## config.mk

```make
export PLATFORM = sky130hd
export DESIGN_NAME = ysyx_23060208_clint_slave_flat
export DESIGN_NICKNAME = d
export VERILOG_FILES = /design/src/rtl/ysyx_23060208_clint_slave_if.sv /design/src/rtl/ysyx_23060208_clint_slave.sv /design/src/flat_wrapper.sv
export SDC_FILE = /design/constraint.sdc
export NUM_CORES = 1
export LEC_CHECK = 0
export ABC_AREA = 1
export BUFFER_PORTS_ARGS = -buffer_cell sky130_fd_sc_hd__buf_2
export CORE_MARGIN = 2
export CORE_UTILIZATION = 40
export CTS_CLUSTER_SIZE = 10
export DETAILED_ROUTE_END_ITERATION = 7
export GPL_TIMING_DRIVEN = 0
export REMOVE_ABC_BUFFERS = 1
export SLEW_MARGIN = 0
export SYNTH_ARGS = -nofsm -noshare
export SYNTH_HDL_FRONTEND = slang
export SYNTH_SLANG_ARGS = --single-unit
```

## constraint.sdc

```tcl
create_clock -name clk -period 2.2 [get_ports clk]
set_clock_uncertainty 0.1 [all_clocks]
set_input_delay 0.33 -clock clk [delete_from_list [all_inputs] [get_ports clk]]
set_output_delay 0.33 -clock clk [all_outputs]
set_load 0.01 [all_outputs]
```

## src/rtl/ysyx_23060208_clint_slave_if.sv

```systemverilog
// AXI4-Lite read channel bundle between the data crossbar and the CLINT.
interface ysyx_23060208_clint_slave_if #(
    parameter int unsigned ADDR_WIDTH = 32,
    parameter int unsigned DATA_WIDTH = 32
);
    logic [ADDR_WIDTH-1:0] araddr_i;
    logic                  arvalid_i;
    logic                  arready_o;
    logic [DATA_WIDTH-1:0] rdata_o;
    logic [1:0]            rresp_o;
    logic                  rvalid_o;
    logic                  rready_i;

    modport master (
        output araddr_i, arvalid_i, rready_i,
        input  arready_o, rdata_o, rresp_o, rvalid_o
    );

    modport slave (
        input  araddr_i, arvalid_i, rready_i,
        output arready_o, rdata_o, rresp_o, rvalid_o
    );
endinterface

```

## src/rtl/ysyx_23060208_clint_slave.sv

```systemverilog
// CLINT mtime responder: free-running 64-bit timer read as two 32-bit words,
// with the high word latched on the low read so the pair is coherent.
module ysyx_23060208_clint_slave #(
    parameter int unsigned           ADDR_WIDTH = 32,
    parameter int unsigned           DATA_WIDTH = 32,
    parameter logic [ADDR_WIDTH-1:0] BASE_ADDR  = 32'ha000_0048,
    parameter logic [63:0]           MTIME_INIT = 64'h0,
    parameter int unsigned           TICK_DIV   = 1
) (
    input  logic clk,
    input  logic rst,
    ysyx_23060208_clint_slave_if.slave bus
);
    localparam int unsigned PRE_W = (TICK_DIV > 1) ? $clog2(TICK_DIV) : 1;
    localparam logic [ADDR_WIDTH-1:0] HI_ADDR = BASE_ADDR + ADDR_WIDTH'(4);
    localparam logic [1:0] RRESP_OKAY   = 2'b00;
    localparam logic [1:0] RRESP_SLVERR = 2'b10;

    typedef enum logic {
        IDLE,
        RESP
    } state_t;

    state_t           state;
    logic [63:0]      mtime;
    logic [PRE_W-1:0] prescaler;
    logic [31:0]      shadow_hi;
    logic             shadow_vld;
    logic             tick_c;

    assign tick_c = (prescaler == PRE_W'(TICK_DIV - 1));

    // Free-running timebase; never stalls for bus activity
    always_ff @(posedge clk or negedge rst) begin
        if (!rst) begin
            mtime     <= MTIME_INIT;
            prescaler <= '0;
        end else if (tick_c) begin
            mtime     <= mtime + 64'd1;
            prescaler <= '0;
        end else begin
            prescaler <= prescaler + PRE_W'(1);
        end
    end

    // Read handshake FSM; response captured from pre-increment mtime on the AR edge
    always_ff @(posedge clk or negedge rst) begin
        if (!rst) begin
            state         <= IDLE;
            bus.arready_o <= 1'b1;
            bus.rvalid_o  <= 1'b0;
            bus.rdata_o   <= '0;
            bus.rresp_o   <= RRESP_OKAY;
            shadow_hi     <= '0;
            shadow_vld    <= 1'b0;
        end else begin
            case (state)
                IDLE: begin
                    if (bus.arvalid_i) begin
                        state         <= RESP;
                        bus.arready_o <= 1'b0;
                        bus.rvalid_o  <= 1'b1;
                        if (bus.araddr_i == BASE_ADDR) begin
                            bus.rdata_o <= DATA_WIDTH'(mtime[31:0]);
                            bus.rresp_o <= RRESP_OKAY;
                            shadow_hi   <= mtime[63:32];
                            shadow_vld  <= 1'b1;
                        end else if (bus.araddr_i == HI_ADDR) begin
                            bus.rdata_o <= shadow_vld ? DATA_WIDTH'(shadow_hi)
                                                      : DATA_WIDTH'(mtime[63:32]);
                            bus.rresp_o <= RRESP_OKAY;
                            shadow_vld  <= 1'b0;
                        end else begin
                            bus.rdata_o <= '0;
                            bus.rresp_o <= RRESP_SLVERR;
                        end
                    end
                end
                RESP: begin
                    if (bus.rready_i) begin
                        state         <= IDLE;
                        bus.arready_o <= 1'b1;
                        bus.rvalid_o  <= 1'b0;
                    end
                end
            endcase
        end
    end
endmodule

```

## src/flat_wrapper.sv

```systemverilog
// flat-port wrapper written by rule: the top's interface ports become plain ports
module ysyx_23060208_clint_slave_flat 
#(
    parameter int unsigned           ADDR_WIDTH = 32,
    parameter int unsigned           DATA_WIDTH = 32,
    parameter logic [ADDR_WIDTH-1:0] BASE_ADDR  = 32'ha000_0048,
    parameter logic [63:0]           MTIME_INIT = 64'h0,
    parameter int unsigned           TICK_DIV   = 1
)
  (clk, rst, bus_araddr_i, bus_arvalid_i, bus_rready_i, bus_arready_o, bus_rdata_o, bus_rresp_o, bus_rvalid_o);
  ysyx_23060208_clint_slave_if #(.ADDR_WIDTH(ADDR_WIDTH), .DATA_WIDTH(DATA_WIDTH)) bus_i ();
  input  logic clk;
  input  logic rst;
  input wire logic [$bits(bus_i.araddr_i)-1:0] bus_araddr_i;
  input wire logic [$bits(bus_i.arvalid_i)-1:0] bus_arvalid_i;
  input wire logic [$bits(bus_i.rready_i)-1:0] bus_rready_i;
  output wire logic [$bits(bus_i.arready_o)-1:0] bus_arready_o;
  output wire logic [$bits(bus_i.rdata_o)-1:0] bus_rdata_o;
  output wire logic [$bits(bus_i.rresp_o)-1:0] bus_rresp_o;
  output wire logic [$bits(bus_i.rvalid_o)-1:0] bus_rvalid_o;
  assign bus_i.araddr_i = bus_araddr_i;
  assign bus_i.arvalid_i = bus_arvalid_i;
  assign bus_i.rready_i = bus_rready_i;
  assign bus_arready_o = bus_i.arready_o;
  assign bus_rdata_o = bus_i.rdata_o;
  assign bus_rresp_o = bus_i.rresp_o;
  assign bus_rvalid_o = bus_i.rvalid_o;
  ysyx_23060208_clint_slave #(.ADDR_WIDTH(ADDR_WIDTH), .DATA_WIDTH(DATA_WIDTH), .BASE_ADDR(BASE_ADDR), .MTIME_INIT(MTIME_INIT), .TICK_DIV(TICK_DIV)) u_core (.clk(clk), .rst(rst), .bus(bus_i));
endmodule
```

* Yosys cells after proc, flatten, opt, wreduce, memory -nomap -nowiden *
Cells that the tools add are included.

storage, ports and cells
  flip-flop bits (word level) = 135
  bits in latches = 0
  bits in writable memories = 0
  bits in read-only memories = 0
  input port bits = 36
  output and inout port bits = 36
  logic and storage cells = 38
  memories kept = 0

operators by class
  $add $sub $neg = 2
  multiply operators = 0
  divide/modulo/power cells = 0
  magnitude comparators = 0
  eq/ne operators = 4
  shifts and indexed selects = 0
  mux-type cells = 17
  bitwise gates (word level) = 1
  reductions and logical operators = 5

operators with widths
  kind                   number
  $mux 32                3
  $add 64x1->64 const B  1
  $eq 32x32->1 const B   2
  $mux 1                 9
  $pmux 1 s2             3
  $reduce_and 3->1       2
  $mux 2                 2
  $ne 2x2->1 const B     2
  $reduce_and 2->1       2
  $reduce_bool 2->1      1
  $add 1x1->1 const B    1
  $not 1->1              1

* Longest topological paths before layout *
Gate-level depths: netlist (run 1).

  depth after elaboration = 3
  gate-level depth with buffers = 11
  depth with buffers taken out = 9

* Least setup slack after synthesis (run 1) *
Ideal clock, no wire load.

  path kind = flip-flop to flip-flop
  start point = register u_core.mtime[0]
  end point = register u_core.mtime[32]
  arrival = 1438 ps
  required time = 1977 ps
  setup slack = 539 ps
  cell stages (with the launch flop) = 8
  path buffers = 0
  clock period less this slack = 1661 ps
  cell sequence = dfrtp_1 -> ha_1 -> inv_2 -> nor2_4 -> nand2_2 -> nor2_1 -> nand2_1 -> xor2_1

on the way
  cells in the longest elaborated chain, start to end = 1

RTL lines
  what                      RTL line                         RTL
  start: declaration        ysyx_23060208_clint_slave.sv:25  logic [63:0] mtime;
  start signal: assignment  ysyx_23060208_clint_slave.sv:39  mtime <= mtime + 64'd1;
  $add 64x1->64             ysyx_23060208_clint_slave.sv:39

Every way passes these cells.
A chain may end at the register's enable or synchronous reset.

* Final worst setup path (run 1) *
Same ends and word-level chain as after synthesis.

==> flow_summary.json, run 1 <==
{
  "mostFrequentLayoutCell": "nand2_1",
  "die_x_um": 139,
  "required_ns": 2.41,
  "synth_area_leaders": "dfrtp_1, nand2_1, nor2_1",
  "die_area_mm2": 0.0193,
  "reg2reg_depth": 7,
  "worst_pin_slew_ns": 1.10,
  "numCtsBuffers": 17,
  "grt_pass1_vias": 5976,
  "critPathLaunchType": "flop",
  "finalMaxSlewViolations": 0,
  "grt_pass1_wl_um": 32100,
  "via_per_inst": 4.85,
  "stdcell_area_mm2": 0.00850,
  "relSlewSlack": 0.268,
  "cts_sinks": 133,
  "path_cells": "ha_1 -> inv_2 -> nor2_4 -> nand2_2 -> nor2_1 -> nand2_1 -> xor2_1",
  "path_class": "reg2reg",
  "io_pins": 72,
  "fillers": 1853,
  "cts.htree.levels": 4,
  "min_period_ns": 2.03,
  "cp_num_cells": 7,
  "hold_path_depth": 3,
  "crit_buf_inv": 1,
  "rows": 49,
  "initial_utilization": 0.406,
  "max_cap_viol_count": 0,
  "cp_slowest_stage_delay_ns": 0.49,
  "gp_congestion": 0.917,
  "grt_max_degree": 69,
  "wl_per_cell_um": 15.1,
  "yosysUniqueCellTypes": 28,
  "synth_area_leader_cell": "dfrtp_1",
  "crit_path_end_kind": "flop",
  "fin_nets": 1093,
  "setup_viol": 0,
  "root_buffer": "clkbuf_16",
  "yosysWarnings": 0,
  "ys_seq_area_frac": 0.458,
  "drc": 0,
  "core_area_mm2": 0.0179,
  "gr-total-overflow": 0,
  "powerDensity_mw_per_mm2": 659,
  "path_delay_family": "simple AND/OR/NAND/NOR gates",
  "wl_um": 19600,
  "area_growth_pct": 16.9,
  "place_hpwl_um": 14100,
  "cts_tree": "yes",
  "synthCells": 990,
  "rsz0062_at_grt": "false",
  "avgSynthCellArea_um2": 7.35,
  "drtPass1Iterations": 5,
  "synth.cell_area_mm2": 0.00727,
  "antenna_left": 0,
  "die_h_um": 139,
  "peakVddDrop_uv": 527,
  "initialDrtViolationCount": 265,
  "antennaDiodeCount": 0,
  "fmax_ghz": 0.493,
  "ys_seq_elements": 133,
  "post_dp_cell_area_mm2": 0.00784,
  "layout_common_cells": "nand2_1, dfrtp_1, nor2_1",
  "finalHoldViolations": 0,
  "period_share": 0.922,
  "run_status": "finished clean",
  "num_vias": 6290,
  "antenna_found_initial": 0,
  "p_leak_nw": 3.95,
  "clk_latency_ns": 0.43,
  "setup_tns_ns": 0,
  "critPathMaxFanout": 6,
  "holdCritPathClass": "in2reg",
  "ctsLongestPathBuffers": 2,
  "place_ws_ns": -0.987,
  "finalWorstSetupSlack_ns": 0.172,
  "grt_use_total": 0.212,
  "clk_pin_slew_worst_paths_ns": 0.06,
  "yosys.area.top_type_share": 0.454,
  "cpMaxStageDelayCell": "dfrtp_1",
  "layout-drive-gt1-share": 0.147,
  "portBuffers": 70,
  "arrival_ns": 2.24
}
-- worst paths after layout --
kind	slack (ns)	endpoint	start
min	0.05	u_core.state	bus_arvalid_i
max reg2reg	0.17	u_core.mtime[32]	u_core.mtime[0]
max in group asynchronous	0.86	u_core.bus.arready_o	rst
min reg2reg	0.37	u_core.bus.rdata_o[19]	u_core.bus.rdata_o[19]
min in group asynchronous	0.36	u_core.shadow_hi[26]	rst
max	0.17	u_core.mtime[32]	u_core.mtime[0]
-- synthesized netlist by cell type --
cell	number
nor3_2	2
nand3b_1	5
buf_2	10
nand3_1	88
inv_2	4
dfstp_2	1
conb_1	1
nand2_1	368
dfrtp_1	132
nand2_2	7
xnor2_1	14
buf_4	7
clkbuf_1	11
xor2_1	32
o21ai_0	45
nor2_1	123
nor2_4	5
o21ai_2	14
ha_1	1
nor2_2	11
o21ai_1	17
buf_1	1
and2_1	5
buf_6	5
nand3_2	1
nor3_1	6
inv_1	69
nand4_1	5
-- worst register-to-register path, cell delays in order, from the launching register on --
cell and delay [ns]:
dfrtp_1 0.49, ha_1 0.33, inv_2 0.10, nor2_4 0.22
nand2_2 0.13, nor2_1 0.28, nand2_1 0.12, xor2_1 0.15
-- repair_timing --
item,in CTS,in global routing
hold buffers,1,0
hold endpoints to repair,65,0
cloned,2,0
pin swaps,2,2
endpoints found under the setup margin,34,18
setup buffers,0,3
gates resized for setup,1,0
-- stage by stage --
stage	util	instances	hold slack [ns]	power, mW
finish	0.475	1297	0.0474	5.60
CTS	0.474	1294	0.0234	5.67
global route	0.475	1297	0.0821	5.79
detailed placement	0.438	1260	0.287	2.71
global placement	0.430	1255	0.356	2.68
floorplan	-	956	-0.0656	2.57
-- layer usage --
metal,up-vias,global-route usage,part of all wire
met3,28,0.0421,0.045
met1,2906,0.294,0.49
li1,3231,-,-
met2,125,0.332,0.45
met5,-,0,0
met4,0,0.0760,0.021
-- cell families (layout without fill, tap and decap cells) --
family,count (synthesis),count (layout),synth area share
adder cells (fa/ha/maj),1,1,0.00172
AO/OA/AOI/OAI,76,76,0.0595
XOR/XNOR,46,46,0.0554
flip-flops,133,133,0.458
AND/OR/NAND/NOR,626,628,0.359
buffers and inverters,107,183,0.0657
other,1,1,0.000516
-- sequential cells by signal, indices dropped and copies added (netlist names) --
name and cells:
u_core.state 1, u_core.mtime 64, u_core.bus.arready_o 1, u_core.bus.rresp_o 1, u_core.bus.rvalid_o 1, u_core.bus.rdata_o 32, u_core.shadow_vld 1, u_core.shadow_hi 32
-- cell type report --
| type | instances | area, um2 | share of cell area |
|---|---|---|---|
| Tap cell | 229 | 287 | 0.0337 |
| Clock buffer | 19 | 453 | 0.0533 |
| Clock inverter | 12 | 154 | 0.0181 |
| Multi-Input combinational cell | 752 | 3500 | 0.412 |
| Timing Repair Buffer | 79 | 504 | 0.0593 |
| Inverter | 73 | 274 | 0.0322 |
| Sequential cell | 133 | 3330 | 0.392 |
-- power breakdown --
group	internal [mW]	switching, mW
Combinational	0.0576	0.128
Clock	1.83	1.11
Sequential	2.46	0.00674
Power figures use the tool's default switching activity.
==> run 2: changes to the inputs <==
--- a/config.mk
+++ b/config.mk
@@ -7,12 +7,13 @@
 export LEC_CHECK = 0
 export ABC_AREA = 1
 export BUFFER_PORTS_ARGS = -buffer_cell sky130_fd_sc_hd__buf_2
-export CORE_MARGIN = 2
 export CORE_UTILIZATION = 40
+export CTS_BUF_LIST = sky130_fd_sc_hd__clkbuf_2 sky130_fd_sc_hd__clkbuf_4 sky130_fd_sc_hd__clkbuf_8
 export CTS_CLUSTER_SIZE = 10
 export DETAILED_ROUTE_END_ITERATION = 7
 export GPL_TIMING_DRIVEN = 0
 export REMOVE_ABC_BUFFERS = 1
+export SKIP_LAST_GASP = 1
 export SLEW_MARGIN = 0
 export SYNTH_ARGS = -nofsm -noshare
 export SYNTH_HDL_FRONTEND = slang
==> run 2 against run 1 <==
  * Clock power is 21% lower
  * Non-clock buffer count rose by 3
  * Wire length rose by 0.77%
  * Setup slack got worse by 0.022 ns
  * Highest routed layer unchanged
==> flow_summary.json, run 2 (synthesized netlist as in run 1, its figures left out) <==
{
  "antenna_found_initial": 0,
  "rsz0062_at_grt": "false",
  "wl_um": 19700,
  "holdCritPathClass": "in2reg",
  "antenna_left": 0,
  "gr-total-overflow": 0,
  "place_hpwl_um": 13800,
  "powerDensity_mw_per_mm2": 594,
  "root_buffer": "clkbuf_8",
  "period_share": 0.932,
  "drtPass1Iterations": 5,
  "die_area_mm2": 0.0187,
  "clk_pin_slew_worst_paths_ns": 0.08,
  "finalHoldViolations": 0,
  "numCtsBuffers": 17,
  "stdcell_area_mm2": 0.00840,
  "fin_nets": 1097,
  "reg2reg_slack_ns": 0.24,
  "required_ns": 2.42,
  "path_class": "in2reg",
  "grt_use_total": 0.230,
  "layout-drive-gt1-share": 0.150,
  "post_dp_cell_area_mm2": 0.00784,
  "largestRegisters": "u_core.mtime x64, u_core.bus.rdata_o x32, u_core.shadow_hi x32",
  "ctsLongestPathBuffers": 2,
  "cts_tree": "yes",
  "hold_path_depth": 4,
  "core_area_mm2": 0.0175,
  "reg2reg_depth": 8,
  "num_vias": 6428,
  "grt_pass1_vias": 6013,
  "rows": 48,
  "max_cap_viol_count": 0,
  "peakVddDrop_uv": 360,
  "grt_pass1_wl_um": 32200,
  "drc": 0,
  "p_leak_nw": 3.90,
  "finalMaxSlewViolations": 0,
  "fmax_ghz": 0.488,
  "hp-start": "bus_rready_i",
  "relSlewSlack": 0.219,
  "crit_path_end_kind": "flop",
  "layout_common_cells": "nand2_1, dfrtp_1, nor2_1",
  "initial_utilization": 0.415,
  "setup_tns_ns": 0,
  "r2r-start": "u_core.mtime[0]",
  "r2r_end": "u_core.mtime[60]",
  "worst_pin_slew_ns": 1.17,
  "grt_max_degree": 72,
  "critPathMaxFanout": 33,
  "clk_latency_ns": 0.46,
  "wl_per_cell_um": 15.2,
  "largest_reg_flops": 64,
  "mostFrequentLayoutCell": "nand2_1",
  "die_x_um": 137,
  "critPathLaunchType": "input port",
  "cts.htree.levels": 4,
  "regMostFlops": "u_core.mtime",
  "cts_sinks": 133,
  "portBuffers": 70,
  "setup_viol": 0,
  "io_pins": 72,
  "arrival_ns": 2.27,
  "antennaDiodeCount": 0,
  "gp_congestion": 0.882,
  "via_per_inst": 4.95,
  "whs_endpoint": "u_core.state",
  "initialDrtViolationCount": 440,
  "die_h_um": 137,
  "min_period_ns": 2.05,
  "run_status": "finished clean",
  "area_growth_pct": 15.5
}
## run 2: cell types whose count changed in the layout (fill, tap and decap cells not counted), moves of 2 or more
| cell | delta |
|---|---|
| clkbuf_16 | -17 |
| buf_12 | -2 |
| buf_4 | +2 |
| buf_16 | +2 |
| clkbuf_8 | +18 |
## run 2: cell type report
type	instances	area, um2
Clock buffer	20	275
Sequential cell	133	3330
Timing Repair Buffer	82	544
Tap cell	225	282
Multi-Input combinational cell	753	3520
Inverter	73	277
Clock inverter	12	175
Fill cell	1830	9140
## run 2: worst max-delay path, stage by stage
cell,delay [ns]
buf_2,0.09
nor2_1,0.08
and2_1,0.12
nand2_1,0.15
nor2_4,0.60
nand3_4,0.61
nand2_1,0.18
o21ai_1,0.09
## run 2: worst max-delay path by stage
stage / from / endpoint / slack (ns) / cells after the start
after CTS: u_core.state / u_core.shadow_vld / 0.03 / 8
after floorplan: bus_araddr_i[24] / u_core.shadow_hi[1] / -1.46 / 7
final: bus_araddr_i[23] / u_core.shadow_hi[28] / 0.15 / 8
after detailed placement: bus_araddr_i[8] / u_core.shadow_hi[2] / -0.87 / 8
after global placement: bus_araddr_i[28] / u_core.shadow_hi[2] / -3.05 / 8
after global routing: bus_araddr_i[19] / u_core.shadow_hi[4] / 0.01 / 8
## run 2: report_power, final
part | internal (mW) | switching, mW | total, mW
Clock | 1.32 | 0.999 | 2.32
Sequential | 2.46 | 0.00663 | 2.46
Combinational | 0.0703 | 0.136 | 0.206
## run 2: what timing repair did
| action | CTS | global route |
|---|---|---|
| buffers inserted | 0 | 6 |
| hold endpoints to repair | 62 | 0 |
| resized for setup | 1 | 2 |
| setup endpoints to repair | 34 | 32 |
| pin swaps | 3 | 4 |
| gates cloned | 3 | 0 |
| hold buffers | 2 | 0 |
## run 2: per-layer routing
| layer | part of all wire | global-route usage |
|---|---|---|
| met1 | 0.49 | 0.330 |
| met2 | 0.45 | 0.355 |
| met3 | 0.043 | 0.0330 |
| met4 | 0.016 | 0.0794 |
| met5 | 0 | 0 |
## run 2: per-stage QoR
step	util	instances	worst slack (ns)	hold WS [ns]	total power, mW
floorplan	-	956	-1.46	-0.0656	2.57
global placement	0.439	1251	-3.05	0.355	2.68
detailed placement	0.447	1255	-0.869	0.259	2.71
CTS	0.476	1292	0.0346	0.0324	5.03
global route	0.479	1298	0.0131	0.0716	5.17
finish	0.479	1298	0.150	0.0516	4.99
==> run 3: changes to the inputs <==
--- a/config.mk
+++ b/config.mk
@@ -5,7 +5,6 @@
 export SDC_FILE = /design/constraint.sdc
 export NUM_CORES = 1
 export LEC_CHECK = 0
-export ABC_AREA = 1
 export BUFFER_PORTS_ARGS = -buffer_cell sky130_fd_sc_hd__buf_2
 export CORE_UTILIZATION = 40
 export CTS_BUF_LIST = sky130_fd_sc_hd__clkbuf_2 sky130_fd_sc_hd__clkbuf_4 sky130_fd_sc_hd__clkbuf_8
==> run 3 against run 2 <==
  * Critical path depth unchanged
  * Maximum frequency down 5.1%
  * Power rose by 5.5%
  * Worst hold slack better by 0.10 ns
  * Synthesized area fell by 15%
  * Via count is 29% lower
  * Synthesized cell count down 42%
  * Global-route usage down 3.0 points
  * Register-to-register slack worse by 0.20 ns
  * Combinational power grew 7%
  * Utilization is 3.8 points higher
  * Sequential power about the same
  * Critical path type is now reg2reg
  * Critical endpoint is now u_core.mtime[32]
  * Largest cell class is now registers
==> flow_summary.json, run 3 <==
{
  "yosysWarnings": 0,
  "path_class": "reg2reg",
  "initial_utilization": 0.417,
  "die_area_mm2": 0.0159,
  "place_ws_ns": -1.80,
  "grt_pass1_wl_um": 24200,
  "fillers": 1323,
  "grt_max_degree": 88,
  "clk_pin_slew_worst_paths_ns": 0.07,
  "async_flop_share": 1.00,
  "worst_pin_slew_ns": 1.15,
  "rsz0062_at_grt": "true",
  "num_vias": 4564,
  "reg2reg_slack_ns": 0.04,
  "finalHoldViolations": 0,
  "fin_total_pwr_mw": 5.27,
  "crit_path_end_kind": "flop",
  "synth_area_leader_cell": "dfrtp_1",
  "path_cells": "ha_2 -> and4_4 -> nor4b_4 -> nand4_1 -> buf_6 -> buf_4 -> nor2_1 -> xor2_1",
  "ys_seq_area_frac": 0.541,
  "ys_seq_elements": 133,
  "regMostFlops": "u_core.mtime",
  "p_leak_nw": 3.72,
  "largestRegisters": "u_core.mtime x64, u_core.bus.rdata_o x32, u_core.shadow_hi x32",
  "largest_reg_flops": 64,
  "drc": 0,
  "reg2reg_depth": 8,
  "synth.most_common_cell": "dfrtp_1",
  "yosys.area.top_type_share": 0.537,
  "power_frac_seq": 0.468,
  "layout_common_cells": "dfrtp_1, nand2_1, buf_2",
  "period_share": 0.982,
  "netSwitchingPower_mw": 1.12,
  "root_buffer": "clkbuf_8",
  "clk_latency_ns": 0.44,
  "mostFrequentLayoutCell": "dfrtp_1",
  "fin_util": 0.517,
  "fmax_ghz": 0.463,
  "crit_buf_inv": 2,
  "max_cap_viol_count": 0,
  "hold_path_depth": 2,
  "r2r-start": "u_core.mtime[1]",
  "gp_congestion": 0.758,
  "place_hpwl_um": 8600,
  "holdCritPathClass": "in2reg",
  "die_x_um": 126,
  "cp_slowest_stage_delay_ns": 0.39,
  "whs_endpoint": "u_core.bus.arready_o",
  "fin_nets": 706,
  "critPathMaxFanout": 5,
  "initialDrtViolationCount": 272,
  "final_cells": 866,
  "peakVddDrop_uv": 368,
  "via_per_inst": 5.27,
  "cts_tree": "yes",
  "ys_top_cells_by_count": "dfrtp_1, nand2_1, o21ai_0",
  "cts.htree.levels": 4,
  "cts_sinks": 133,
  "required_ns": 2.46,
  "wl_um": 14800,
  "synth_edf_count": 0,
  "post_dp_cell_area_mm2": 0.00664,
  "core_area_mm2": 0.0148,
  "antenna_found_initial": 0,
  "intPower_mw": 4.14,
  "die_h_um": 126,
  "powerDensity_mw_per_mm2": 690,
  "r2r_end": "u_core.mtime[32]",
  "area_growth_pct": 24.1,
  "finalMaxSlewViolations": 0,
  "arrival_ns": 2.42,
  "cp_num_cells": 8,
  "io_pins": 72,
  "antenna_left": 0,
  "cpMaxStageDelayCell": "dfrtp_1",
  "setup_tns_ns": 0,
  "relSlewSlack": 0.231,
  "p_comb_frac": 0.042,
  "min_period_ns": 2.16,
  "synth_ff_type": "dfrtp_1",
  "dp_cells": 800,
  "drtPass1Iterations": 4,
  "numCtsBuffers": 17,
  "synth_area_leaders": "dfrtp_1, mux2_2, o21ai_0",
  "hp-start": "bus_arvalid_i",
  "grt_pass1_vias": 4667,
  "layout-drive-gt1-share": 0.292,
  "stdcell_area_mm2": 0.00763,
  "rows": 44,
  "synth.cell_area_mm2": 0.00615,
  "run_status": "finished clean",
  "whs_ns": 0.152,
  "yosysUniqueCellTypes": 38,
  "swShare": 0.213,
  "wl_per_cell_um": 17.1,
  "avgSynthCellArea_um2": 10.8,
  "synthCells": 572,
  "portBuffers": 70,
  "gr-total-overflow": 0,
  "ctsLongestPathBuffers": 2,
  "path_delay_family": "simple AND/OR/NAND/NOR gates",
  "p_clk_frac": 0.490,
  "grt_use_total": 0.200,
  "setup_viol": 0,
  "finalWorstSetupSlack_ns": 0.0397,
  "critPathLaunchType": "flop",
  "antennaDiodeCount": 0
}
-- run 3: changes by cell type in the layout (fill, tap and decap cells not counted), sizes merged, moves of 7 or more --
cell   change
o21ai      -9
nor3       +7
xnor2     +16
mux2i     +27
inv       -60
nand3     -69
nand4     +14
nor2     -124
nor4      +14
nand2    -289
mux2      +32
and3      +14
buf       +21
-- run 3: logic make-up after synthesis --
kind of cell,Yosys count,share of synthesized area
simple gates,199,0.169
flops,133,0.541
xor+xnor,62,0.0883
mux,59,0.103
fa+ha+maj,1,0.00203
compound gates,75,0.0641
buf+inv,42,0.0319
other cells,1,0.000610
-- run 3: timing repair --
action,in CTS,in global routing
endpoints found under the hold margin,47,0
resized for setup,15,23
setup endpoints to repair,104,58
hold buffers,2,0
cloned,3,0
pin swaps,8,8
setup buffers,15,14
-- run 3: per-layer routing --
| layer | routed length [um] | GRT usage | vias up | part of all wire |
|---|---|---|---|---|
| met2 | 7110 | 0.321 | 67 | 0.48 |
| met4 | 269 | 0.0808 | 0 | 0.018 |
| met3 | 378 | 0.0348 | 21 | 0.025 |
| met5 | 0 | 0 | - | 0 |
| li1 | - | - | 2189 | - |
| met1 | 7080 | 0.271 | 2287 | 0.48 |
-- run 3: how the worst max path moves through the flow --
| stage | startpoint | end |
|---|---|---|
| after CTS | u_core.mtime[0] | u_core.mtime[44] |
| after global placement | bus_arvalid_i | u_core.shadow_hi[18] |
| after global routing | u_core.mtime[1] | u_core.mtime[36] |
| final | u_core.mtime[1] | u_core.mtime[32] |
| after detailed placement | u_core.state | u_core.shadow_hi[21] |
| after floorplan | u_core.state | u_core.shadow_hi[0] |
-- run 3: area by class of cell --
cell class,instances,area (um2),area share
flip-flops and latches,133,3340,0.437
multi-input cells,400,2810,0.367
repair buffers,103,699,0.0916
clock buffers,19,255,0.0334
clock inverters,13,253,0.0331
well taps,184,230,0.0302
inverters,14,55.1,0.00721
-- run 3: power by group through the flow --
| stage | Sequential (mW) | Combinational [mW] | Clock, mW |
|---|---|---|---|
| detailed placement | 2.51 | 0.183 | 0 |
| global route | 2.47 | 0.250 | 2.73 |
| CTS | 2.46 | 0.214 | 2.62 |
| floorplan | 2.52 | 0.0481 | 0 |
| finish | 2.47 | 0.220 | 2.58 |
| global placement | 2.51 | 0.171 | 0 |
